$ cat src/rtl/timer_sequencer.sv
// Feeds durations to the 16-bit countdown timer. Requests are queued in a
// small FIFO and issued one at a time as single-cycle load strobes after the
// timer goes idle. Zero-length requests are accepted and then dropped, so the
// timer never sees a zero load. Each completed interval produces a done pulse.
//
//   state | meaning
//   IDLE  | nothing in flight; wait for a queued entry
//   LOAD  | present FIFO head on cycles, strobe load, pop the head
//   RUN   | timer counting; wait for busy low, then pulse done
module timer_sequencer #(
  parameter int WIDTH = 16,
  parameter int DEPTH = 4,
  localparam int AW = $clog2(DEPTH)
) (
  input  logic             clk,
  input  logic             reset,
  input  logic             req_valid,
  input  logic [WIDTH-1:0] req_cycles,
  output logic             req_ready,
  input  logic             flush,
  input  logic             timer_busy,
  output logic             load,
  output logic [WIDTH-1:0] cycles,
  output logic             done,
  output logic             zero_drop,
  output logic [AW:0]      pending
);

  localparam logic [AW:0] FULL_COUNT = (AW+1)'(DEPTH);

  typedef enum logic [1:0] {IDLE, LOAD, RUN} state_t;

  state_t           state;
  state_t           state_next;
  logic [WIDTH-1:0] mem [DEPTH];
  logic [AW-1:0]    rd_ptr;
  logic [AW-1:0]    wr_ptr;
  logic [AW:0]      count;
  logic [AW:0]      count_after_push;
  logic [WIDTH-1:0] head;
  logic             full;
  logic             accept;
  logic             push;
  logic             pop;

  // Ready ignores any same-cycle pop, keeping timer_busy off the ready path.
  assign full      = (count == FULL_COUNT);
  assign req_ready = !full && !flush;
  assign accept    = req_valid && req_ready;
  assign push      = accept && (req_cycles != '0);
  assign pop       = (state == LOAD) && (count != '0);
  assign pending   = count;

  // A push in the same cycle as RUN->LOAD into an empty FIFO is the new head.
  assign head             = (count == '0) ? req_cycles : mem[rd_ptr];
  assign count_after_push = flush ? '0 : (count + (AW+1)'(push));

  // FIFO storage; entries are meaningless once the pointers are cleared.
  always_ff @(posedge clk) begin
    if (push && !flush) mem[wr_ptr] <= req_cycles;
  end

  // FIFO pointers and occupancy; flush overrides push and pop.
  always_ff @(posedge clk or posedge reset) begin
    if (reset) begin
      rd_ptr <= '0;
      wr_ptr <= '0;
      count  <= '0;
    end else if (flush) begin
      rd_ptr <= '0;
      wr_ptr <= '0;
      count  <= '0;
    end else begin
      if (push) wr_ptr <= wr_ptr + AW'(1);
      if (pop)  rd_ptr <= rd_ptr + AW'(1);
      case ({push, pop})
        2'b10:   count <= count + (AW+1)'(1);
        2'b01:   count <= count - (AW+1)'(1);
        default: count <= count;
      endcase
    end
  end

  // State register, captured duration and the zero-drop flag.
  always_ff @(posedge clk or posedge reset) begin
    if (reset) begin
      state     <= IDLE;
      cycles    <= '0;
      zero_drop <= 1'b0;
    end else begin
      state     <= state_next;
      zero_drop <= accept && (req_cycles == '0);
      if (state_next == LOAD && state != LOAD) cycles <= head;
    end
  end

  // Next-state and strobe decode; a flush in IDLE discards the entry rather
  // than loading it.
  always_comb begin
    state_next = state;
    load       = 1'b0;
    done       = 1'b0;
    case (state)
      IDLE: begin
        if (count != '0 && !flush) state_next = LOAD;
      end
      LOAD: begin
        load       = 1'b1;
        state_next = RUN;
      end
      RUN: begin
        if (!timer_busy) begin
          done       = 1'b1;
          state_next = (count_after_push != '0) ? LOAD : IDLE;
        end
      end
      default: state_next = IDLE;
    endcase
  end

endmodule

$ cat config.mk
export PLATFORM = sky130hd
export DESIGN_NAME = timer_sequencer
export DESIGN_NICKNAME = d
export VERILOG_FILES = /design/src/rtl/timer_sequencer.sv
export SDC_FILE = /design/constraint.sdc
export NUM_CORES = 1
export LEC_CHECK = 0
export BUFFER_PORTS_ARGS = -buffer_cell sky130_fd_sc_hd__buf_2
export CORE_MARGIN = 3
export CORE_UTILIZATION = 40
export CTS_CLUSTER_DIAMETER = 100
export DETAILED_ROUTE_END_ITERATION = 12
export GPL_TIMING_DRIVEN = 0
export PLACE_DENSITY = 0.59
export SYNTH_ARGS = -nofsm -noshare
export SYNTH_HDL_FRONTEND = slang
export SYNTH_SLANG_ARGS = --single-unit
$ cat constraint.sdc
create_clock -name clk -period 3.1 [get_ports clk]
set_input_delay 0.465 -clock clk [delete_from_list [all_inputs] [get_ports clk]]
set_output_delay 0.465 -clock clk [all_outputs]
set_load 0.02 [all_outputs]
After elaboration in Yosys (flattened, before gate mapping):

Memory sizes are Yosys's and may differ from the RTL's.
Index checks and enable logic that the tools add are counted.

* multiplexer cells: 17
* reduce and logical (&&, ||, !) cells: 19
* equality and inequality tests: 7
* add/subtract/negate cells: 5

Operators by type and width (count)
* $logic_not 16->1: 1
* $mux 16: 1
* $reduce_bool 16->1: 1
* $mux 2: 6
* $reduce_bool 3->1: 3
* $logic_and 1x1->1: 8
* $eq 2x1->1 const B: 3
* $mux 1: 6
* $mux 3: 2
* $pmux 2 s3: 1
* $pmux 3 s2: 1
* $add 2x1->2 const B: 2
* $eq 2x2->1 const B: 2
* $reduce_bool 2->1: 2
* $add 3x1->3: 1
* $add 3x1->3 const B: 1
* $eq 3x3->1 const B: 1
* $logic_not 3->1: 1
* $sub 3x1->3 const B: 1
* $logic_not 1->1: 2
* $logic_not 2->1: 1
* $ne 2x1->1 const B: 1

* logic and storage cells: 55
* memories kept: 1
* RAM bits: 64
* input bits: 21
* output and inout port bits: 23
* register bits: 26

Memory list
* mem: depth 4, width 16, rd ports 1, clocked after memory_dff 0, wr ports 1, line 35 `logic [WIDTH-1:0] mem [DEPTH];`

Logic depth before layout (Yosys ltp):

Gate-level depths: netlist of the first run.

* depth after elaboration: 13
* gate-level depth with buffers: 12
* depth with buffers taken out: 10

Worst setup path after synthesis of the first run:

OpenSTA, ideal clock, no wires.

* path kind: input to register
* from: input req_cycles[11]
* to: register cycles[10]
* stages on the path: 12
* buffers on the path: 2
* setup time: 76 ps
* setup slack: 519 ps
* data required time: 3024 ps
* arrival: 2505 ps
* path through: nor4_1 -> nand4_1 -> and2_1 -> buf_2 -> ha_1 -> ha_1 -> xor2_1 -> o311a_1 -> o21ai_2 -> buf_2 -> nand2_1 -> o21ai_1

* cells in the longest elaborated chain, start to end: 10

Ends and longest elaborated chain
* start, declared: line 18 `input logic [WIDTH-1:0] req_cycles,`
* $reduce_bool 16->1: line 50 `assign push = accept && (req_cycles != '0);`
* $logic_and 1x1->1: line 50
* $add 3x1->3: line 56 `assign count_after_push = flush ? '0 : (count + (AW+1)'(push));`
* $mux 3: line 56
* $reduce_bool 3->1: line 114 `state_next = (count_after_push != '0) ? LOAD : IDLE;`
* $mux 1: line 114
* $mux 2: line 112 `if (!timer_busy) begin`
* $pmux 2 s3: line 103 `case (state)`
* $eq 2x1->1: line 93 `if (state_next == LOAD && state != LOAD) cycles <= head;`
* $logic_and 1x1->1: line 93
* end signal, assigned: line 88 `cycles <= '0;`
* end signal, assigned: line 93
* end, declared: line 23 `output logic [WIDTH-1:0] cycles,`

Every way passes these cells.
A chain may end at the register's enable or synchronous reset.

Worst setup path after layout of the first run:

* from: input req_cycles[14]
* to: register cycles[8]

The elaborated chain is that of the path after synthesis.

==> results of run 1 <==
-- critical path: stages --
cell,delay [ps]
buf_2,140
nor4_1,420
nand4_1,240
and2_1,220
buf_2,160
ha_1,190
ha_1,270
o311a_1,390
o21ai_4,260
clkbuf_4,290
o21ai_1,90
-- stage by stage --
stage                     setup slack (ps)  instances
final                                224.8        402
after global routing                 4.265        402
after CTS                            16.52        402
after detailed placement            -370.8        386
after global placement              -352.5        386
after floorplan                      518.9        235
-- cell families after synthesis --
kind of cell | after synthesis | synth area share, %
flops | 90 | 68.15
simple gates | 49 | 6.562
mux | 32 | 13.79
compound gates | 28 | 4.740
buf+inv | 23 | 2.851
fa+ha+maj | 7 | 2.519
xor+xnor | 6 | 1.392
-- sequential cells by signal, indices dropped and copies added, names as in the netlist --
register and cells:
mem 64, zero_drop 1, pending 3, state 2
cycles 16, wr_ptr 2, rd_ptr 2
-- power by group through the flow --
stage | Clock, mW | Sequential (mW) | Combinational (mW)
floorplan | 0 | 1.63 | 0.290
global placement | 0 | 1.51 | 0.616
detailed placement | 0 | 1.52 | 0.622
CTS | 0.787 | 1.49 | 0.623
global route | 0.835 | 1.51 | 0.686
finish | 0.759 | 1.49 | 0.616
-- what timing repair did --
action                     4_1_cts  5_1_grt
resized for setup                0        5
setup buffers                    0        0
setup endpoints to repair        0       17
-- worst max-delay path by stage --
stage,startpoint,to,cells after the start
final,req_cycles[14],cycles[8],11
after global routing,req_cycles[14],cycles[0],12
after global placement,req_cycles[11],cycles[8],11
after floorplan,req_cycles[11],cycles[10],12
after CTS,req_cycles[11],cycles[13],12
after detailed placement,req_cycles[11],cycles[7],12
-- metal layers --
| metal | GRT usage, % | share of wire [%] |
|---|---|---|
| met3 | 3.789 | 4.4 |
| met1 | 20.63 | 45 |
| met2 | 23.48 | 49 |
| met5 | 0 | 0 |
| met4 | 5.179 | 1.5 |
-- cell usage in the layout, fill, tap and decap left out, drive strengths merged --
master / n
o311ai: 1
a211o: 1
nand3: 1
buf: 51
xor2: 2
nand4: 2
o21ai: 17
and3b: 1
and3: 4
a41oi: 1
nor3b: 1
mux4: 16
and2: 1
ha: 6
nand2: 18
clkinv: 1
a21oi: 4
dfrtp: 26
o311a: 1
a21boi: 1
clkbuf: 14
nand2b: 3
inv: 15
nand3b: 1
nor2: 11
nor3: 2
xnor2: 4
fa: 1
edfxtp: 64
a2111o: 1
a2111oi: 1
clkinvlp: 1
mux2i: 16
nor4: 4
-- final cells by class --
type | count | area (um^2) | share of cell area [%]
buffer | 13 | 77.57 | 1.791
clock buffer | 9 | 123.9 | 2.860
clock inverter | 7 | 60.06 | 1.387
inverter | 10 | 37.54 | 0.8668
multi-input combinational | 122 | 1109 | 25.60
sequential | 90 | 2572 | 59.40
tap | 108 | 135.1 | 3.120
timing repair buffer | 43 | 215.2 | 4.970
==> impl_metrics.toml, run 1 <==
[run_status]
status = "finished clean"

[final_layout]
final_cell_area_um2 = 4330
fin_nets = 317
post-route-util_pct = 48.47
syn_to_final_growth_pct = 14.72
fillers = 790
drive_gt1_share_pct = 30.95
antenna_cells = 0

[route]
wl_per_cell_um = 17.98
routed_wl_mm = 7.227
num_vias = 2118
drtAntennaViolNets = 0
drc_errors = 0
via_per_inst = 5.269
first_iter_violations = 84
dr.pass1.iters = 4

[timing]
rsz0062_at_grt = "false"
setup_violations = 0
min_period_ps = 2875
worst_slew_pin_slew_ps = 1065
drv_slew = 0
hold_ws_ps = 349.0
fin_skew_ps = 7.963
max_freq_ghz = 0.3478
hold_viol = 0
period_share_pct = 92.75
tns_ps = 0
slew_headroom_pct = 28.89

[setup_path]
reg2reg_to = "cycles[8]"
crit_path_max_fanout = 10
r2r_cells = 10
r2r-start = "pending[0]"
crit_arrival_ps = 3120
crit_required_ps = 3340
crit_type = "primary input to register"
crit_path_end_kind = "register"
reg2reg_setup_slack_ps = 410
startpoint_type = "primary input"

[placement]
gp_congestion = 0.7275
place_area_um2 = 4125
io_buffers = 43
hpwl_mm = 4.760

[clocking]
clockBufferDepth = 2
cts_tree = "built"
htreeDepth = 3
cts_sinks = 90
ctsHoldBuffers = 0
cts.reportedPaths.clkPinSlew_ps = 100
root_buffer = "clkbuf_8"
worst_skew_pair.late_latency_ps = 360
cts_buffers = 9

[floorplan]
core_area_um2 = 8934
dieArea_um2 = 10640
die_w_um = 103.1
fp.dieH_um = 103.1
rows = 34
initial_core_util_pct = 42.25
io_pins = 44

[power]
clock_power_share_pct = 26.5
pwr-share-comb_pct = 21.5
p_switching_mw = 0.9018
ir_drop_mv = 0.3100
seqPwrFrac_pct = 52.0
power_leakage_nw = 1.746
p_int_mw = 1.962
p_sw_share_pct = 31.48
powerDensity_nw_per_um2 = 661.4
totalPowerFinal_mw = 2.864

[global_routing]
grt-ovfl-total = 0
grt_pass1_wl_mm = 11.67
track_usage_pct = 15.04
grt_pass1_vias = 2092
antenna_found_initial = 0
grt_max_degree = 27

[synthesis]
synth_most_common_cell = "edfxtp_1"
syn-cell-area_um2 = 3775
yosysTopAreaCellShare_pct = 50.91
syn-num-nets = 263
syn_area_per_cell_um2 = 16.06
yosysUniqueCellTypes = 39
synth_edf_count = 64
synth_cells = 235
yosys_warnings = 0
synth_common_cells = "edfxtp_1, dfrtp_1, nand2_1"
seq_area_frac_synth_pct = 68.15
synth-seq-cells = 90
async_reset_ff_share_pct = 28.89
ys.flop_type = "edfxtp_1"
netlist_top_cells_area = "edfxtp_1, dfrtp_1, mux4_2"
synth_top_area_cell = "edfxtp_1"

[job]
drv_cap = 0

[worst_hold_path]
hold_path.class = "primary input to async pin"
Power figures use the tool's default switching activity.
==> run 2, diff against run 1 <==
Settings changed: ABC_AREA from default to 0, PLACE_DENSITY 0.59 to default.
==> run 2 against run 1 <==
Effect of this change: final area grew 1.6%; wire length up 5.4%; total power up 7.7%; maximum frequency decreased by 0.45%; utilization up 0.80 points; die area stayed put; critical path depth up 1; clock power grew 28%; clock-buffer cell count is the same.
==> impl_metrics.toml, run 2 (synthesis results as in run 1) <==
[global_routing]
grt-ovfl-total = 0
grt_pass1_vias = 2079
grt_max_degree = 27
grt_pass1_wl_mm = 11.99
antenna_found_initial = 0
track_usage_pct = 15.67

[placement]
gp_congestion = 0.7117
hpwl_mm = 4.917
dp.cells = 386
dp_slack_ps = -431.8
io_buffers = 43

[power]
powerDensity_nw_per_um2 = 700.8
power_leakage_nw = 1.784
totalPowerFinal_mw = 3.085
ir_drop_mv = 0.5088

[final_layout]
final_cell_mix = "edfxtp_1, buf_2, dfrtp_1"
largest_register = "mem"
final_common_cell = "edfxtp_1"
final_cells = 403
largest_register_ffs = 64
antenna_cells = 0
fin_nets = 318
syn_to_final_growth_pct = 16.61
drive_gt1_share_pct = 31.53

[timing]
slew_headroom_pct = 23.72
period_share_pct = 93.17
drv_slew = 0
min_period_ps = 2888
hold_viol = 0
rsz0062_at_grt = "false"
max_freq_ghz = 0.3462
setup_violations = 0
fin_skew_ps = 6.556
worst_slew_pin_slew_ps = 1143
setup_ws_ps = 211.8

[floorplan]
io_pins = 44
rows = 34
core_area_um2 = 8934
fp.dieH_um = 103.1
initial_core_util_pct = 42.25
dieArea_um2 = 10640
die_w_um = 103.1

[setup_path]
slowest_stage = "nor4_2"
crit_type = "primary input to register"
critPathMaxStageDelay_ps = 370
crit_required_ps = 3330
reg2reg_setup_slack_ps = 430
startpoint_type = "primary input"
crit_chain = "buf_2 > nor4_2 > nand4_1 > and2_1 > buf_2 > ha_1 > ha_1 > xor2_1 > o311a_1 > o21ai_4 > buf_4 > o21ai_1"
crit_path_end_kind = "register"
crit_path_max_fanout = 10
crit_arrival_ps = 3120

[clocking]
cts.reportedPaths.clkPinSlew_ps = 90
worst_skew_pair.late_latency_ps = 350
cts_tree = "built"
cts_buffers = 9
clockBufferDepth = 2
cts_sinks = 90
root_buffer = "clkbuf_8"
htreeDepth = 3

[route]
drc_errors = 0
wl_per_cell_um = 18.91
num_vias = 2141
first_iter_violations = 93
routed_wl_mm = 7.620
drtAntennaViolNets = 0
dr.pass1.iters = 4
via_per_inst = 5.313

[job]
drv_cap = 0

[worst_hold_path]
hold_path.class = "primary input to register"

[run_status]
status = "finished clean"
==> run 2: changes by cell type in the layout (fill, tap and decap cells not counted) <==
cell        delta
clkbuf_4       -3
inv_8          -1
clkinv_1       -1
bufinv_16      +3
clkinvlp_4     -1
inv_6          -1
clkinv_2       +1
buf_4          +4
==> run 2: power by group <==
group,switching [mW],internal [mW]
clock network,0.425,0.546
logic,0.393,0.236
registers,0.0662,1.42
==> run 2: critical path: cells and delay by family <==
| kind | cells | cell delay (ps) |
|---|---|---|
| xor gates and xnor gates | 1 | 140 |
| buffers and inverters | 3 | 570 |
| AOI/OAI and AO/OA | 3 | 690 |
| adders and majority gates | 2 | 370 |
| and+or+nand+nor | 3 | 860 |
==> run 2: final timing paths <==
check                              startpoint    endpoint  cells after the start
worst min-delay path            req_cycles[8]   mem[3][8]                      1
worst max register to register     pending[0]   cycles[5]                     10
worst min register to register      cycles[8]   cycles[8]                      2
max in group asynchronous               reset  cycles[13]                      2
worst max-delay path            req_cycles[6]   cycles[5]                     12
min in group asynchronous               reset   cycles[4]                      2
==> run 2: timing repair <==
action | 4_1_cts | 5_1_grt
setup buffers | 0 | 1
hold buffers | 0 | 0
pin swaps | 0 | 1
cloned | 0 | 0
endpoints found under the setup margin | 14 | 16
resized for setup | 3 | 3
==> run 2: per-layer routing <==
metal  GRT usage [%]  wire length, um
met5               0                0
met4           3.586               42
met3           4.060              394
met2           24.27             3676
met1           22.43             3505
==> run 2: layout make-up <==
| class | instances | area (um^2) |
|---|---|---|
| Buffer | 13 | 77.57 |
| Clock buffer | 9 | 123.9 |
| Clock inverter | 7 | 123.9 |
| Fill cell | 778 | 4532 |
| Inverter | 10 | 37.54 |
| Multi-Input combinational cell | 122 | 1109 |
| Sequential cell | 90 | 2572 |
| Tap cell | 108 | 135.1 |
| Timing Repair Buffer | 44 | 222.7 |
==> run 2: through the flow <==
step	instance area, um^2	hold slack [ps]	utilization [%]	TNS (ps)
3_5_place_dp	4125	471.6	46.18	-6863
5_1_grt	4402	343.4	49.27	0
6_report	4402	366.0	49.27	0
3_3_place_gp	4125	468.0	46.18	-6902
4_1_cts	4384	347.0	49.08	0
2_1_floorplan	3775	505.0	-	0
==> run 3, diff against run 2 <==
Settings changed: RECOVER_POWER from default to 100.
==> run 3 against run 2 <==
Effect of this change: combinational power shrank 6.5%; via count grew 0.42%; sequential power is essentially flat; wire length grew 1.4%; clock power is essentially flat; first-iteration DRC count shrank 31%; total power shrank 1.2%; worst hold slack gained 15 ps; clock-buffer cell count is the same; critical path depth is the same; final area shrank 1.5%; die area is the same; highest routed layer unchanged.
==> impl_metrics.toml, run 3 (synthesis results as in run 1) <==
[timing]
hold_viol = 0
drv_slew = 0
min_period_ps = 2918
max_freq_ghz = 0.3428
setup_violations = 0
fin_skew_ps = 7.703
rsz0062_at_grt = "false"
tns_ps = 0
period_share_pct = 94.12
worst_slew_pin_slew_ps = 1139
slew_headroom_pct = 23.97

[worst_hold_path]
hold_path.class = "primary input to register"
holdPathStages = 1

[setup_path]
cpMostUsedCell = "ha_1"
crit_chain = "clkbuf_1 > nor4_1 > nand4_1 > and2_1 > buf_2 > ha_1 > ha_1 > xor2_1 > o311a_1 > o21ai_4 > buf_4 > o21ai_0"
slowest_stage = "nor4_1"
crit_type = "primary input to register"
startpoint_type = "primary input"
crit_path_max_fanout = 10
cp_top_family = "simple AND/OR/NAND/NOR gates"
r2r_cells = 8
cp_num_cells = 12
crit_required_ps = 3340
crit_arrival_ps = 3150
crit_buf_inv = 3
critPathMaxStageDelay_ps = 370
crit_path_end_kind = "register"

[global_routing]
grt_pass1_wl_mm = 11.99
grt_pass1_vias = 2079
grt-ovfl-total = 0
antenna_found_initial = 0
track_usage_pct = 15.67
grt_max_degree = 27

[power]
pwr-share-comb_pct = 19.3
totalPowerFinal_mw = 3.047
p_int_mw = 2.160
clock_power_share_pct = 31.9
p_switching_mw = 0.8872
p_sw_share_pct = 29.12
seqPwrFrac_pct = 48.9
ir_drop_mv = 0.5109
powerDensity_nw_per_um2 = 702.6
power_leakage_nw = 1.652

[final_layout]
largest_register_ffs = 64
antenna_cells = 0
drive_gt1_share_pct = 18.31
final_cell_area_um2 = 4337
post-route-util_pct = 48.54
largest_register = "mem"
final_common_cell = "edfxtp_1"
final_cell_mix = "edfxtp_1, clkbuf_1, dfrtp_1"
fin_nets = 318
syn_to_final_growth_pct = 14.88

[floorplan]
initial_core_util_pct = 42.25
io_pins = 44
dieArea_um2 = 10640
fp.dieH_um = 103.1
core_area_um2 = 8934
rows = 34
die_w_um = 103.1

[run_status]
status = "finished clean"

[clocking]
clockBufferDepth = 2
cts_buffers = 9
cts_tree = "built"
cts.reportedPaths.clkPinSlew_ps = 90
htreeDepth = 3
ctsHoldBuffers = 0
cts_sinks = 90
worst_skew_pair.late_latency_ps = 350
root_buffer = "clkbuf_8"

[job]
drv_cap = 0

[route]
wl_met2_mm = 3.658
dr.pass1.iters = 4
drc_errors = 0
num_vias = 2150
drtAntennaViolNets = 0
wl_met1_mm = 3.692
via_per_inst = 5.335
wl_met3_um = 316
first_iter_violations = 64
highest_layer = "met4"
wl_per_cell_um = 19.17
routed_wl_mm = 7.725

[placement]
place_area_um2 = 4125
hpwl_mm = 4.917
gp_congestion = 0.7117
io_buffers = 43
run 3: cell type report:
class	count	area, um^2
Tap cell	108	135.1
Clock buffer	9	123.9
Inverter	10	37.54
Buffer	13	70.07
Timing Repair Buffer	44	177.7
Multi-Input combinational cell	122	1096
Fill cell	797	4597
Clock inverter	7	123.9
Sequential cell	90	2572
run 3: path summary, 6_finish.rpt:
check / endpoint / slack, ps / from
min in group asynchronous: cycles[1] / 400 / reset
max in group asynchronous: cycles[13] / 2020 / reset
setup reg to reg: pending[2] / 350 / pending[2]
setup / recovery: cycles[15] / 180 / req_cycles[10]
hold / removal: mem[2][6] / 380 / req_cycles[6]
hold reg to reg: cycles[4] / 490 / cycles[4]
run 3: power by group through the flow:
stage | sequential, mW | combinational, mW | clock, mW
after floorplan | 1.63 | 0.290 | 0
after global placement | 1.51 | 0.623 | 0
after detailed placement | 1.51 | 0.629 | 0
after CTS | 1.49 | 0.635 | 0.998
after global routing | 1.51 | 0.655 | 1.05
final | 1.49 | 0.588 | 0.971
run 3: stage by stage:
stage / hold slack [ps] / cells / setup slack, ps
4_1_cts: 347.0 / 402 / 71.18
3_5_place_dp: 471.6 / 386 / -431.8
3_3_place_gp: 468.0 / 386 / -429.0
5_1_grt: 361.8 / 403 / 25.10
2_1_floorplan: 505.0 / 235 / 518.9
6_report: 381.3 / 403 / 182.4
run 3: metal layers:
layer	GRT usage [%]	up-vias
li1	-	995
met1	22.43	1097
met2	24.27	52
met3	4.060	6
met4	3.586	0
met5	0	-
run 3: worst register-to-register path: cells and delay by family (launching register included):
kind                     cells  cell delay (ps)
AND/OR/NAND/NOR              5              980
buffers and inverters        1              590
flip-flops                   1              470
adder cells (fa/ha/maj)      1              390
AO/OA/AOI/OAI                1              250
run 3: repair_timing:
item,4_1_cts,5_1_grt
setup buffers,0,1
setup endpoints to repair,14,16
pin swaps,0,1
cloned,0,0
gates resized for setup,3,3
hold endpoints to repair,0,0
